### src/rtl/grayscale_pkg.sv
// Shared definitions for the RGB565 capture-to-luma path: default luma weights and byte phase.
package grayscale_pkg;

  localparam int unsigned LUMA_COEFF_R = 77;
  localparam int unsigned LUMA_COEFF_G = 150;
  localparam int unsigned LUMA_COEFF_B = 29;
  localparam int unsigned LUMA_SHIFT   = 8;

  typedef enum logic {EXPECT_FIRST, EXPECT_SECOND} byte_phase_t;

  // Replicate the top bits into the low bits so full-scale maps to 255.
  function automatic logic [7:0] expand5(input logic [4:0] c);
    return {c, c[4:2]};
  endfunction

  function automatic logic [7:0] expand6(input logic [5:0] c);
    return {c, c[5:4]};
  endfunction

endpackage

### src/rtl/rgb565_luma_pipe.sv
// RGB565 word -> 8-bit luma: expand, multiply, sum/shift; fixed two-cycle latency after launch.
// Rounding (+128 before the shift) is enabled by defining RGB565_TO_GRAYSCALE_ROUND_EN.
module rgb565_luma_pipe
  import grayscale_pkg::*;
#(
  parameter int unsigned coeff_r = LUMA_COEFF_R,
  parameter int unsigned coeff_g = LUMA_COEFF_G,
  parameter int unsigned coeff_b = LUMA_COEFF_B
) (
  input  logic        clock,
  input  logic        reset,
  input  logic        word_valid,
  input  logic [15:0] word,
  output logic        luma_valid,
  output logic [7:0]  luma
);

  localparam logic [7:0] CoeffR = 8'(coeff_r);
  localparam logic [7:0] CoeffG = 8'(coeff_g);
  localparam logic [7:0] CoeffB = 8'(coeff_b);

`ifdef RGB565_TO_GRAYSCALE_ROUND_EN
  localparam logic [16:0] RoundBias = 17'd128;
`else
  localparam logic [16:0] RoundBias = 17'd0;
`endif

  logic [7:0]  r8_q, g8_q, b8_q;
  logic        s0_valid_q;
  logic [15:0] prod_r_q, prod_g_q, prod_b_q;
  logic        s1_valid_q;
  logic [15:0] prod_r_d, prod_g_d, prod_b_d;
  logic [16:0] sum;
  logic [7:0]  luma_d;
  logic        luma_valid_q;
  logic [7:0]  luma_q;

  always_comb begin
    prod_r_d = 16'(CoeffR) * 16'(r8_q);
    prod_g_d = 16'(CoeffG) * 16'(g8_q);
    prod_b_d = 16'(CoeffB) * 16'(b8_q);
    // Weights sum to 256, so the shifted result always fits in 8 bits.
    sum      = {1'b0, prod_r_q} + {1'b0, prod_g_q} + {1'b0, prod_b_q} + RoundBias;
    luma_d   = 8'(sum >> LUMA_SHIFT);
  end

  always_ff @(posedge clock or posedge reset) begin
    if (reset) begin
      r8_q         <= '0;
      g8_q         <= '0;
      b8_q         <= '0;
      s0_valid_q   <= 1'b0;
      prod_r_q     <= '0;
      prod_g_q     <= '0;
      prod_b_q     <= '0;
      s1_valid_q   <= 1'b0;
      luma_valid_q <= 1'b0;
      luma_q       <= '0;
    end else begin
      s0_valid_q   <= word_valid;
      s1_valid_q   <= s0_valid_q;
      luma_valid_q <= s1_valid_q;
      if (word_valid) begin
        r8_q <= expand5(word[15:11]);
        g8_q <= expand6(word[10:5]);
        b8_q <= expand5(word[4:0]);
      end
      if (s0_valid_q) begin
        prod_r_q <= prod_r_d;
        prod_g_q <= prod_g_d;
        prod_b_q <= prod_b_d;
      end
      if (s1_valid_q) begin
        luma_q <= luma_d;
      end
    end
  end

  assign luma_valid = luma_valid_q;
  assign luma       = luma_q;

endmodule

### src/rtl/rgb565_to_grayscale.sv
// Pairs camera bytes into RGB565 pixels and emits one luma byte per pixel, 2 cycles after byte 2.
// Optional rounding: define RGB565_TO_GRAYSCALE_ROUND_EN.
module rgb565_to_grayscale
  import grayscale_pkg::*;
#(
  parameter bit          high_byte_first = 1'b1,
  parameter int unsigned coeff_r         = LUMA_COEFF_R,
  parameter int unsigned coeff_g         = LUMA_COEFF_G,
  parameter int unsigned coeff_b         = LUMA_COEFF_B
) (
  input  logic       clock,
  input  logic       reset,
  input  logic       frame_start,
  input  logic       data_in_valid,
  input  logic [7:0] data_in,
  output logic       data_out_valid,
  output logic [7:0] data_out,
  output logic       phase_error
);

  byte_phase_t phase_q;
  logic [7:0]  first_byte_q;
  logic        phase_error_q;
  logic        launch;
  logic        treat_as_first;
  logic [15:0] word;

  always_comb begin
    // frame_start on a valid byte resynchronises pairing to that byte.
    treat_as_first = data_in_valid && (frame_start || (phase_q == EXPECT_FIRST));
    launch         = data_in_valid && !frame_start && (phase_q == EXPECT_SECOND);
    word           = high_byte_first ? {first_byte_q, data_in} : {data_in, first_byte_q};
  end

  always_ff @(posedge clock or posedge reset) begin
    if (reset) begin
      phase_q       <= EXPECT_FIRST;
      first_byte_q  <= '0;
      phase_error_q <= 1'b0;
    end else begin
      phase_error_q <= data_in_valid && frame_start && (phase_q == EXPECT_SECOND);
      if (treat_as_first) begin
        first_byte_q <= data_in;
        phase_q      <= EXPECT_SECOND;
      end else if (launch) begin
        phase_q      <= EXPECT_FIRST;
      end
    end
  end

  rgb565_luma_pipe #(
    .coeff_r (coeff_r),
    .coeff_g (coeff_g),
    .coeff_b (coeff_b)
  ) u_pipe (
    .clock      (clock),
    .reset      (reset),
    .word_valid (launch),
    .word       (word),
    .luma_valid (data_out_valid),
    .luma       (data_out)
  );

  assign phase_error = phase_error_q;

endmodule

### config.mk
export PLATFORM = sky130hd
export DESIGN_NAME = rgb565_to_grayscale
export DESIGN_NICKNAME = d
export VERILOG_FILES = /design/src/rtl/grayscale_pkg.sv /design/src/rtl/rgb565_luma_pipe.sv /design/src/rtl/rgb565_to_grayscale.sv
export SDC_FILE = /design/constraint.sdc
export NUM_CORES = 1
export LEC_CHECK = 0
export ABC_CLOCK_PERIOD_IN_PS = 3700
export BUFFER_PORTS_ARGS = -buffer_cell sky130_fd_sc_hd__buf_4
export CORE_MARGIN = 4
export CORE_UTILIZATION = 52
export CTS_BUF_LIST = sky130_fd_sc_hd__clkbuf_8
export DETAILED_ROUTE_END_ITERATION = 7
export MAX_ROUTING_LAYER = met4
export PLACE_DENSITY = 0.71
export SLEW_MARGIN = 10
export SYNTH_ARGS = -nofsm -noshare
export SYNTH_HDL_FRONTEND = slang
export SYNTH_SLANG_ARGS = --single-unit
### constraint.sdc
create_clock -name clock -period 3.7 [get_ports clock]
set_input_delay 0.74 -clock clock [delete_from_list [all_inputs] [get_ports clock]]
set_output_delay 0.74 -clock clock [all_outputs]
set_load 0.02 [all_outputs]
======== Word level (Yosys, flattened, before mapping) ========
Cells that the tools add are included.
operators by class
  $add $sub $neg .......................... 2
  $mul .................................... 3
  bitwise operators ....................... 1
  reductions and logical operators ........ 8
  muxes and demuxes ....................... 2
operators by type and width
  kind                                                                count
  7-bit by 8-bit multiplier with 15-bit output, first input constant  2
  15-bit by 16-bit adder with 16-bit output                           1
  16-bit by 13-bit adder with 16-bit output                           1
  5-bit by 8-bit multiplier with 13-bit output, first input constant  1
  1-bit logical AND                                                   5
  1-bit two-way mux                                                   2
  2-bit nonzero test                                                  1
  1-bit logical NOT                                                   1
  1-bit logical OR                                                    1
  1-bit inverter                                                      1
storage, ports and cells
  register bits after elaboration ......... 88
  output and inout port bits .............. 10
  input bits .............................. 12
  word-level logic and storage cells ...... 29

======== Logic depth before layout (Yosys ltp) ========
Gate-level depths: netlist of the first run.
  word-level depth ........................ 5
  gate-level depth with buffers ........... 14
  mapped depth without buffers ............ 14

======== By module ========
From an unflattened synthesis of the first run, not the netlist that was laid out.
unflattened totals
  cells, all modules ...................... 606
  area total of the unflattened synthesis .. 6,448.7 um^2
modules (own cells, without submodules)
  module               times used  cells an instance  sequential area each (um^2)  area an instance (um^2)
  rgb565_luma_pipe     1           580                1,751.7                      6,062.1
  rgb565_to_grayscale  1           26                 250.2                        386.6

======== Least setup slack after synthesis of the first run ========
OpenSTA, ideal clock, no wires.
  path kind ............................... register to register
  start point ............................. register u_pipe.r8_q[5]
  end point ............................... register u_pipe.prod_r_q[13]
  setup time .............................. 0.129 ns
  path slack .............................. 0.070 ns
  stages on the path, launching flop included .. 13
  buffers on the path ..................... 0
  data required time ...................... 3.571 ns
  arrival ................................. 3.502 ns
  clock period less this slack ............ 3.630 ns
  cells stage by stage .................... dfrtp_1 > ha_1 > ha_1 > inv_1 > fa_1 > fa_1 > inv_1 > ha_1 > o21ai_0 > a21oi_1 > o41ai_1 > mux2i_1 > a2111o_1
between the ends
  cells in the longest elaborated chain, start to end .. 1
RTL lines
  element                                       RTL line                text
  start, declared                               rgb565_luma_pipe.sv:28  logic [7:0] r8_q, g8_q, b8_q;
  start signal, assigned                        rgb565_luma_pipe.sv:64  r8_q <= expand5(word[15:11]);
  7-bit by 8-bit multiplier with 15-bit output  rgb565_luma_pipe.sv:39  prod_r_d = 16'(CoeffR) * 16'(r8_q);
  end signal, assigned                          rgb565_luma_pipe.sv:69  prod_r_q <= prod_r_d;
  end, declared                                 rgb565_luma_pipe.sv:30  logic [15:0] prod_r_q, prod_g_q, prod_b_q;
No other way between the ends.
A chain may end at the register's enable or synchronous reset.

======== Worst setup path in the final report of the first run ========
  start point ............................. register u_pipe.g8_q[6]
  end point ............................... register u_pipe.prod_g_q[14]
between the ends
  cells in the longest elaborated chain, start to end .. 1
RTL lines
  element                                       RTL line                text
  start, declared                               rgb565_luma_pipe.sv:28
  start signal, assigned                        rgb565_luma_pipe.sv:65  g8_q <= expand6(word[10:5]);
  7-bit by 8-bit multiplier with 15-bit output  rgb565_luma_pipe.sv:40  prod_g_d = 16'(CoeffG) * 16'(g8_q);
  end signal, assigned                          rgb565_luma_pipe.sv:70  prod_g_q <= prod_g_d;
  end, declared                                 rgb565_luma_pipe.sv:30
No other way between the ends.

==> impl_metrics.env, run 1 <==
export IMPL_dieArea_sq_um=14300
export IMPL_outcome="complete, no violations"
export IMPL_areaGrowthSynthToFinish_pct=10.6
export IMPL_period_needed_ns=3.59
export IMPL_netlist_cell_type_count=50
export IMPL_setup_violations=0
export IMPL_crit_required_ns=3.94
export IMPL_tightestPinTransition_ns=0.926
export IMPL_use_met3=0.0269
export IMPL_synth_cells=633
export IMPL_finalWirelength_microns=12500
export IMPL_drc=0
export IMPL_syn_area_sq_um=6470
export IMPL_hold_viol_final=0
export IMPL_rsz0062_at_grt="no"
export IMPL_slew_headroom=0.382
export IMPL_finalSetupTns_ns=0
export IMPL_worst_setup_path_start_kind="flip-flop"
export IMPL_drive_gt1_frac=0.151
export IMPL_antenna_cells=0
export IMPL_ys_warn_count=0
export IMPL_initial_core_util=0.534
export IMPL_grt_first_pass_wirelength_microns=22000
export IMPL_die_w_microns=120
export IMPL_ys_seq_area_frac=0.309
export IMPL_nFillCells=1092
export IMPL_met1_usage=0.264
export IMPL_fin_crit_sh=0.970
export IMPL_clockBufferDepth=2
export IMPL_cts_tree="done"
export IMPL_critPathSlowestCell="fa_2"
export IMPL_grt_start_max_net_pins=55
export IMPL_rows=40
export IMPL_synthArstFlopShare=1.00
export IMPL_syn_avg_cell_area_sq_um=10.2
export IMPL_synth_edff_count=0
export IMPL_maxSlewViolCount=0
export IMPL_cp_arrival_ns=3.83
export IMPL_fp_coreArea_sq_um=12100
export IMPL_grt_ovfl_total=0
export IMPL_cts_max_level=3
export IMPL_die_y_microns=120
export IMPL_first_iter_violations=159
export IMPL_path_cells="ha_1 -> ha_1 -> inv_1 -> fa_1 -> inv_1 -> fa_2 -> ha_2 -> o21ai_1 -> a211oi_1 -> a311o_1 -> a21oi_2 -> xnor2_1 -> mux2_2"
export IMPL_grt_pass1_vias=4544
export IMPL_drv_cap=0
export IMPL_io_pins=22
export IMPL_cts_num_sinks=80
export IMPL_worst_setup_path_type="flip-flop to flip-flop"
export IMPL_clkTransAtPathRegs_ns=0.07
export IMPL_syn_nets=793
export IMPL_num_vias=4445
export IMPL_clock_skew_ns=0.00727
export IMPL_busiest_layer="met2"
export IMPL_hold_class="flip-flop to flip-flop"
export IMPL_ant_nets=0
export IMPL_grt_util_met2=0.308
export IMPL_post_drt_via_cell_ratio=5.27
export IMPL_place_gp_congestion=0.892
export IMPL_wl_per_cell_microns=14.9
export IMPL_max_freq_mhz=279
export IMPL_grt_total_usage=0.196
export IMPL_cp_max_fo=2
export IMPL_antenna_found_initial=0
export IMPL_root_buffer="clkbuf_8"
export IMPL_num_nets_final=831
export IMPL_cpPeakStageDelay_ns=0.53
export IMPL_synth_ff_type="dfrtp_1"
export IMPL_cts_hold_buf=0
export IMPL_ys_ff_latch=80
export IMPL_cp_end_kind="flip-flop"
export IMPL_post_dp_hpwl_microns=10200
export IMPL_cts_buffers=9
export IMPL_port_buffers=21
export IMPL_firstDrtPassIters=4
export IMPL_clk_latency_ns=0.36
-- state kept, by name, summed over array words and instances (netlist names), 5 cells and up --
register and flops:
u_pipe.g8_q 6, u_pipe.luma 8, u_pipe.b8_q 5, u_pipe.prod_r_q 15
u_pipe.r8_q 5, first_byte_q 8, u_pipe.prod_b_q 13, u_pipe.prod_g_q 15
-- worst max-delay path, delay by kind of cell (launching register included) --
kind	cells	cell delay [ns]
multiplexers	1	0.26
adder cells (fa/ha/maj)	5	1.91
flip-flops	1	0.39
buffers and inverters	2	0.10
AO/OA/AOI/OAI	4	0.75
XOR/XNOR	1	0.07
-- final timing paths --
kind | slack [ns] | to | depth (start not counted) | start
setup reg to reg | 0.11 | u_pipe.prod_g_q[14] | 13 | u_pipe.g8_q[6]
min in group asynchronous | 0.56 | u_pipe.luma[1] | 2 | reset
setup / recovery | 0.11 | u_pipe.prod_g_q[14] | 13 | u_pipe.g8_q[6]
hold / removal | 0.47 | u_pipe.g8_q[5] | 2 | first_byte_q[0]
hold reg to reg | 0.47 | u_pipe.g8_q[5] | 2 | first_byte_q[0]
max in group asynchronous | 2.25 | u_pipe.r8_q[2] | 3 | reset
-- area by class of cell --
type / instances / area (sq um) / area share
Multi-Input combinational cell: 451 / 4160 / 0.581
Timing Repair Buffer: 38 / 285 / 0.0399
Tap cell: 168 / 210 / 0.0294
Clock buffer: 10 / 138 / 0.0192
Clock inverter: 5 / 20.0 / 0.00280
Inverter: 91 / 343 / 0.0479
Sequential cell: 80 / 2010 / 0.280
-- per-layer routing --
layer  part of all wire  wire, microns
met2               0.48           6050
met1               0.48           5970
met3              0.022            282
met4              0.020            245
met5                  0              0
-- through the flow --
| stage | hold slack [ns] | cells | setup WS (ns) | util | cell area (sq um) |
|---|---|---|---|---|---|
| CTS | 0.475 | 842 | 0.0341 | 0.585 | 7090 |
| global placement | 0.448 | 827 | 0.0728 | 0.571 | 6920 |
| finish | 0.469 | 843 | 0.110 | 0.591 | 7160 |
| detailed placement | 0.456 | 827 | 0.0106 | 0.571 | 6920 |
| floorplan | 0.352 | 633 | 0.0696 | - | 6470 |
| global route | 0.504 | 843 | 0.000620 | 0.591 | 7160 |
-- layout by cell type (no fill, tap or decap), drive strengths merged, types with 5 or more instances in the layout --
cell and instances:
o21ai 38, a21oi 34, buf 38, inv 94, ha 111, xnor2 18
xor2 9, dfrtp 80, o21a 6, nor2b 7, clkbuf 10, nand3 5
a211oi 7, mux2 32, a21o 13, fa 37, nor2 26, nand2 56
-- cell families (layout without fill, tap and decap cells) --
kind of cell             Yosys count  after routing  synth area share
adder cells (fa/ha/maj)          148            148             0.329
buffers and inverters            102            144            0.0592
AND/OR/NAND/NOR                  114            114            0.0789
XOR/XNOR                          27             27            0.0365
multiplexers                      35             35            0.0609
flip-flops                        80             80             0.309
AO/OA/AOI/OAI                    127            127             0.126
-- synth_stat cells, drive strengths merged (3+ instances only) --
cell | number | area share
ha | 111 | 0.21
inv | 91 | 0.053
dfrtp | 80 | 0.31
nand2 | 56 | 0.032
o21ai | 38 | 0.029
fa | 37 | 0.11
a21oi | 34 | 0.027
mux2 | 32 | 0.056
nor2 | 26 | 0.015
xnor2 | 18 | 0.024
a21o | 13 | 0.015
clkbuf | 10 | 0.0058
xor2 | 9 | 0.012
a211oi | 7 | 0.0097
nor2b | 7 | 0.0068
o21a | 6 | 0.0070
nand3 | 5 | 0.0039
a31oi | 4 | 0.0039
nand3b | 4 | 0.0046
o31ai | 4 | 0.0046
mux2i | 3 | 0.0046
nand4 | 3 | 0.0029
nor3 | 3 | 0.0023
o211ai | 3 | 0.0035
or3 | 3 | 0.0029
-- timing repair --
action | CTS | global route
endpoints found under the setup margin | 1 | 9
gates resized for setup | 1 | 14
setup buffers | 0 | 1
pin swaps | 0 | 5
Power of run 1 is left out: the tool's default activity adds up to more than one toggle a clock period on the data nets, which glitch-free logic cannot reach.
==> run 2, diff against run 1 <==
--- a/config.mk
+++ b/config.mk
@@ -6,13 +6,14 @@
 export NUM_CORES = 1
 export LEC_CHECK = 0
 export ABC_CLOCK_PERIOD_IN_PS = 3700
-export BUFFER_PORTS_ARGS = -buffer_cell sky130_fd_sc_hd__buf_4
+export CAP_MARGIN = 20
 export CORE_MARGIN = 4
 export CORE_UTILIZATION = 52
 export CTS_BUF_LIST = sky130_fd_sc_hd__clkbuf_8
 export DETAILED_ROUTE_END_ITERATION = 7
+export DONT_BUFFER_PORTS = 1
 export MAX_ROUTING_LAYER = met4
-export PLACE_DENSITY = 0.71
+export PLACE_DENSITY = 0.7
 export SLEW_MARGIN = 10
 export SYNTH_ARGS = -nofsm -noshare
 export SYNTH_HDL_FRONTEND = slang
==> run 2 against run 1 <==
Fmax grew 1.3%. Non-clock buffer count shrank 19. Critical path depth is the same. Wire length shrank 0.30%. Utilization fell by 0.72 points. Sequential cell count unchanged. Setup slack better by 0.048 ns. Clock-buffer cell count stayed put. Clock skew barely moved. Register-to-register slack gained 0.05 ns.
==> impl_metrics.env, run 2 (synthesis results as in run 1) <==
export IMPL_outcome="complete, no violations"
export IMPL_rsz0062_at_grt="yes"
export IMPL_fp_coreArea_sq_um=12100
export IMPL_reg2reg_depth=13
export IMPL_cts_max_level=3
export IMPL_cts_buffers=9
export IMPL_grt_util_met2=0.294
export IMPL_crit_required_ns=3.96
export IMPL_first_iter_violations=131
export IMPL_final_cell_area_sq_um=7070
export IMPL_critPathSlowestCell="fa_1"
export IMPL_tightestPinTransition_ns=0.740
export IMPL_drive_gt1_frac=0.139
export IMPL_crit_cells=13
export IMPL_busiest_layer="met2"
export IMPL_cp_max_fo=6
export IMPL_layout_common_cells="ha_1 (102), inv_1 (91), dfrtp_1 (77)"
export IMPL_r2r_start="u_pipe.r8_q[6]"
export IMPL_clock_skew_ns=0.00775
export IMPL_r2r_end="u_pipe.prod_r_q[13]"
export IMPL_grt_total_usage=0.191
export IMPL_ant_nets=0
export IMPL_fin_crit_sh=0.957
export IMPL_die_w_microns=120
export IMPL_cpPeakStageDelay_ns=0.53
export IMPL_grt_start_max_net_pins=47
export IMPL_clockBufferDepth=2
export IMPL_num_vias=4315
export IMPL_antenna_found_initial=0
export IMPL_worst_setup_path_start_kind="flip-flop"
export IMPL_path_cells="ha_1 -> ha_1 -> inv_1 -> fa_1 -> inv_1 -> ha_1 -> ha_2 -> a21o_1 -> a21o_1 -> a21o_1 -> o41ai_2 -> mux2i_1 -> a2111o_1"
export IMPL_grt_ovfl_total=0
export IMPL_period_needed_ns=3.54
export IMPL_hold_viol_final=0
export IMPL_final_cell_count_no_fill=825
export IMPL_cp_arrival_ns=3.80
export IMPL_clkTransAtPathRegs_ns=0.09
export IMPL_layout_commonest_cell="ha_1"
export IMPL_maxSlewViolCount=0
export IMPL_drv_cap=0
export IMPL_finalWirelength_microns=12500
export IMPL_wl_per_cell_microns=15.2
export IMPL_root_buffer="clkbuf_8"
export IMPL_initial_core_util=0.534
export IMPL_cts_num_sinks=80
export IMPL_nFillCells=1060
export IMPL_use_met3=0.0481
export IMPL_crit_buf_inv=2
export IMPL_max_freq_mhz=282
export IMPL_crit_family="adder cells"
export IMPL_post_drt_via_cell_ratio=5.23
export IMPL_dieArea_sq_um=14300
export IMPL_hold_class="primary input to async pin"
export IMPL_die_y_microns=120
export IMPL_slew_headroom=0.503
export IMPL_placedCellCount=807
export IMPL_placed_area_sq_um=6770
export IMPL_rows=40
export IMPL_clk_latency_ns=0.37
export IMPL_grt_pass1_vias=4512
export IMPL_io_pins=22
export IMPL_met1_usage=0.257
export IMPL_firstDrtPassIters=4
export IMPL_post_dp_hpwl_microns=10100
export IMPL_place_gp_congestion=0.872
export IMPL_cp_end_kind="flip-flop"
export IMPL_hold_ws_ns=0.143
export IMPL_reg_top3="u_pipe.prod_g_q: 15 flops, u_pipe.prod_r_q: 15 flops, u_pipe.prod_b_q: 13 flops"
export IMPL_antenna_cells=0
export IMPL_setup_violations=0
export IMPL_worst_setup_path_type="flip-flop to flip-flop"
export IMPL_port_buffers=0
export IMPL_grt_first_pass_wirelength_microns=21700
export IMPL_num_nets_final=812
export IMPL_r2r_slack_ns=0.16
export IMPL_cts_tree="done"
export IMPL_drc=0
export IMPL_areaGrowthSynthToFinish_pct=9.22
## run 2: how the worst max path moves through the flow
stage                               end  slack, ns      startpoint
floorplan           u_pipe.prod_r_q[13]       0.07  u_pipe.r8_q[5]
global placement    u_pipe.prod_r_q[13]       0.05  u_pipe.r8_q[4]
detailed placement  u_pipe.prod_r_q[13]      -0.09  u_pipe.r8_q[4]
CTS                 u_pipe.prod_r_q[12]      0.004  u_pipe.r8_q[4]
global route        u_pipe.prod_g_q[14]      -0.02  u_pipe.g8_q[6]
finish              u_pipe.prod_r_q[13]       0.16  u_pipe.r8_q[6]
## run 2: stage by stage
step                setup slack (ns)  TNS [ns]  utilization
detailed placement           -0.0933   -0.0933        0.559
CTS                          0.00387         0        0.575
finish                         0.158         0        0.584
global route                 -0.0164   -0.0236        0.584
floorplan                     0.0696         0            -
global placement              0.0505         0        0.559
## run 2: cell type report
| type | instances | area [sq um] | share of cell area |
|---|---|---|---|
| clock buffer | 10 | 138 | 0.0195 |
| clock inverter | 6 | 43.8 | 0.00619 |
| inverter | 91 | 343 | 0.0485 |
| multi-input combinational | 451 | 4190 | 0.592 |
| sequential | 80 | 2010 | 0.284 |
| tap | 168 | 210 | 0.0297 |
| timing repair buffer | 19 | 143 | 0.0202 |
## run 2: what timing repair did
action / 4_1_cts / 5_1_grt
resized for setup: 1 / 19
buffers inserted: 0 / 2
pin swaps: 0 / 6
hold buffers: 0 / 0
setup endpoints to repair: 1 / 10
## run 2: per-layer routing
layer	up-vias	routed length, microns
li1	2200	-
met3	14	467
met5	-	0
met1	2052	6090
met4	0	172
met2	49	5780
Power of run 2 is left out for the same reason.
==> run 3, diff against run 2 <==
--- a/config.mk
+++ b/config.mk
@@ -17,4 +17,5 @@
 export SLEW_MARGIN = 10
 export SYNTH_ARGS = -nofsm -noshare
 export SYNTH_HDL_FRONTEND = slang
+export SYNTH_HIERARCHICAL = 1
 export SYNTH_SLANG_ARGS = --single-unit
==> run 3 against run 2 <==
Critical path depth up 1. Setup slack worse by 0.055 ns. Wire length grew 10%. Cell count down 2.2%. Sequential cell count unchanged. Final area up 3.6%. Utilization increased by 2.3 points. Via count up 4.2%.
==> impl_metrics.env, run 3 <==
export IMPL_outcome="complete, no violations"
export IMPL_die_y_microns=119
export IMPL_grt_start_max_net_pins=52
export IMPL_period_needed_ns=3.60
export IMPL_setup_slack_ns=0.103
export IMPL_hold_class="primary input to async pin"
export IMPL_io_pins=22
export IMPL_critPathSlowestCell="fa_1"
export IMPL_synth_cells=606
export IMPL_netlist_cell_type_count=53
export IMPL_synth_compound_area_frac=0.128
export IMPL_reg2reg_depth=14
export IMPL_place_gp_congestion=0.842
export IMPL_r2r_end="u_pipe/prod_r_q[13]"
export IMPL_drive_gt1_frac=0.200
export IMPL_cp_arrival_ns=3.84
export IMPL_first_iter_violations=187
export IMPL_tightestPinTransition_ns=0.904
export IMPL_nFillCells=987
export IMPL_rows=40
export IMPL_areaGrowthSynthToFinish_pct=13.5
export IMPL_grt_first_pass_wirelength_microns=22900
export IMPL_ys_warn_count=6
export IMPL_die_w_microns=119
export IMPL_clkTransAtPathRegs_ns=0.10
export IMPL_fp_coreArea_sq_um=12100
export IMPL_synthMuxAreaShare=0.0790
export IMPL_cts_num_sinks=80
export IMPL_synth_top_family_by_area="adder cells"
export IMPL_grt_ovfl_total=0
export IMPL_syn_avg_cell_area_sq_um=10.6
export IMPL_syn_area_sq_um=6450
export IMPL_firstDrtPassIters=4
export IMPL_num_nets_final=794
export IMPL_fin_crit_sh=0.972
export IMPL_clockBufferDepth=2
export IMPL_cts_buffers=9
export IMPL_ant_nets=0
export IMPL_post_drt_via_cell_ratio=5.57
export IMPL_rsz0062_at_grt="yes"
export IMPL_worst_setup_path_type="flip-flop to flip-flop"
export IMPL_synthTopCellsByCount="ha_1 (111), dfrtp_1 (80), inv_1 (75)"
export IMPL_drv_cap=0
export IMPL_setup_violations=0
export IMPL_max_freq_mhz=278
export IMPL_syn_nets=766
export IMPL_placed_area_sq_um=6800
export IMPL_cp_end_kind="flip-flop"
export IMPL_drc=0
export IMPL_ys_seq_area_frac=0.310
export IMPL_synth_area_leaders="dfrtp_1 (31%), ha_1 (22%), fa_1 (11%), mux2_2 (7.5%), inv_1 (4.4%)"
export IMPL_cp_startpoint="u_pipe/r8_q[4]"
export IMPL_synthSimpleGateAreaFrac=0.0695
export IMPL_synth_edff_count=0
export IMPL_crit_end="u_pipe/prod_r_q[13]"
export IMPL_synthXorXnorAreaFrac=0.0312
export IMPL_layout_area_seq_sq_um=2010
export IMPL_root_buffer="clkbuf_8"
export IMPL_hold_viol_final=0
export IMPL_worst_setup_path_start_kind="flip-flop"
export IMPL_cp_max_fo=3
export IMPL_antenna_cells=0
export IMPL_ys_ff_latch=80
export IMPL_cts_max_level=3
export IMPL_yosys_area_top_type="dfrtp_1"
export IMPL_multi_input_area_sq_um=4370
export IMPL_reg_top3="u_pipe/prod_g_q: 15 flops, u_pipe/prod_r_q: 15 flops, u_pipe/prod_b_q: 13 flops"
export IMPL_grt_pass1_vias=4688
export IMPL_post_dp_hpwl_microns=10700
export IMPL_layout_commonest_cell="ha_1"
export IMPL_synthArstFlopShare=1.00
export IMPL_r2r_start="u_pipe/r8_q[4]"
export IMPL_initial_core_util=0.535
export IMPL_synth_ff_type="dfrtp_1"
export IMPL_r2r_slack_ns=0.10
export IMPL_port_buffers=0
export IMPL_path_cells="buf_6 -> ha_4 -> ha_4 -> inv_2 -> fa_1 -> fa_1 -> inv_2 -> ha_4 -> o21a_1 -> o31a_1 -> o31a_1 -> o41ai_2 -> mux2i_1 -> nand3_1"
export IMPL_num_vias=4495
export IMPL_layout_common_cells="ha_1 (98), dfrtp_1 (77), inv_1 (71)"
export IMPL_crit_top_cell="ha_4"
export IMPL_final_cell_area_sq_um=7320
export IMPL_yosys_area_top_type_share=0.310
export IMPL_finalWirelength_microns=13800
export IMPL_maxSlewViolCount=0
export IMPL_wl_per_cell_microns=17.1
export IMPL_dieArea_sq_um=14200
export IMPL_cts_hold_buf=0
export IMPL_slew_headroom=0.397
export IMPL_synthAdderAreaFrac=0.330
export IMPL_crit_required_ns=3.95
export IMPL_crit_cells=14
export IMPL_crit_buf_inv=3
export IMPL_grt_total_usage=0.205
export IMPL_cts_tree="done"
export IMPL_pre_cts_ws_ns=-0.0391
export IMPL_crit_family="adder cells"
export IMPL_antenna_found_initial=0
export IMPL_clock_skew_ns=0.0156
export IMPL_clk_latency_ns=0.37
export IMPL_synth_most_common_cell="ha_1"
export IMPL_cpPeakStageDelay_ns=0.52
## run 3: changes by cell type in the layout (fill, tap and decap cells not counted), sizes merged, moves of 7 or more
cell and change:
a21oi -7, nand2 -20, buf +11, mux2 +12
inv -14
## run 3: layout make-up
class	count	share of cell area
multi-input combinational	438	0.597
sequential	80	0.274
inverter	75	0.0385
timing repair buffer	30	0.0330
tap	168	0.0287
clock buffer	9	0.0169
clock inverter	7	0.0116
## run 3: cell families (layout without fill, tap and decap cells)
logic type	Yosys count	count (layout)
simple gates	98	98
compound gates	124	124
buf+inv	88	121
xor+xnor	23	23
mux	45	45
fa+ha+maj	148	148
flops	80	80
## run 3: worst reg2reg max path, delay by kind of cell, from the launching register on
kind	cells	cell delay [ns]
muxes	1	0.23
adders and majority gates	5	1.58
buffers and inverters	3	0.22
and+or+nand+nor	1	0.09
DFF	1	0.43
AOI/OAI and AO/OA	4	0.90
## run 3: repair_timing
item / in CTS / in global routing
setup endpoints to repair: 5 / 13
pin swaps: 0 / 14
gates resized for setup: 5 / 37
cloned: 0 / 0
setup buffers: 2 / 2
## run 3: per-stage QoR
stage	std cells	hold WS, ns	util	TNS (ns)
after global routing	807	0.183	0.607	-0.114
after floorplan	606	0.352	-	0
final	807	0.191	0.607	0
after CTS	804	0.206	0.584	0
after detailed placement	786	0.486	0.564	-0.134
after global placement	786	0.483	0.564	0
## run 3: worst min-delay path by stage
| stage | end | start | depth (start not counted) |
|---|---|---|---|
| CTS | first_byte_q[3] | reset | 1 |
| finish | u_pipe/prod_g_q[1] | reset | 1 |
| global placement | u_pipe/r8_q[2] | first_byte_q[7] | 2 |
| floorplan | u_pipe/s1_valid_q | u_pipe/s0_valid_q | 0 |
| detailed placement | u_pipe/r8_q[2] | first_byte_q[7] | 2 |
| global route | u_pipe/prod_g_q[1] | reset | 1 |
## run 3: metal layers
layer,vias up,routed length (microns),GRT usage
li1,2181,-,-
met1,2191,6320,0.265
met2,95,6640,0.320
met3,28,491,0.0442
met4,0,327,0.0709
met5,-,0,-
Power of run 3 is left out for the same reason.
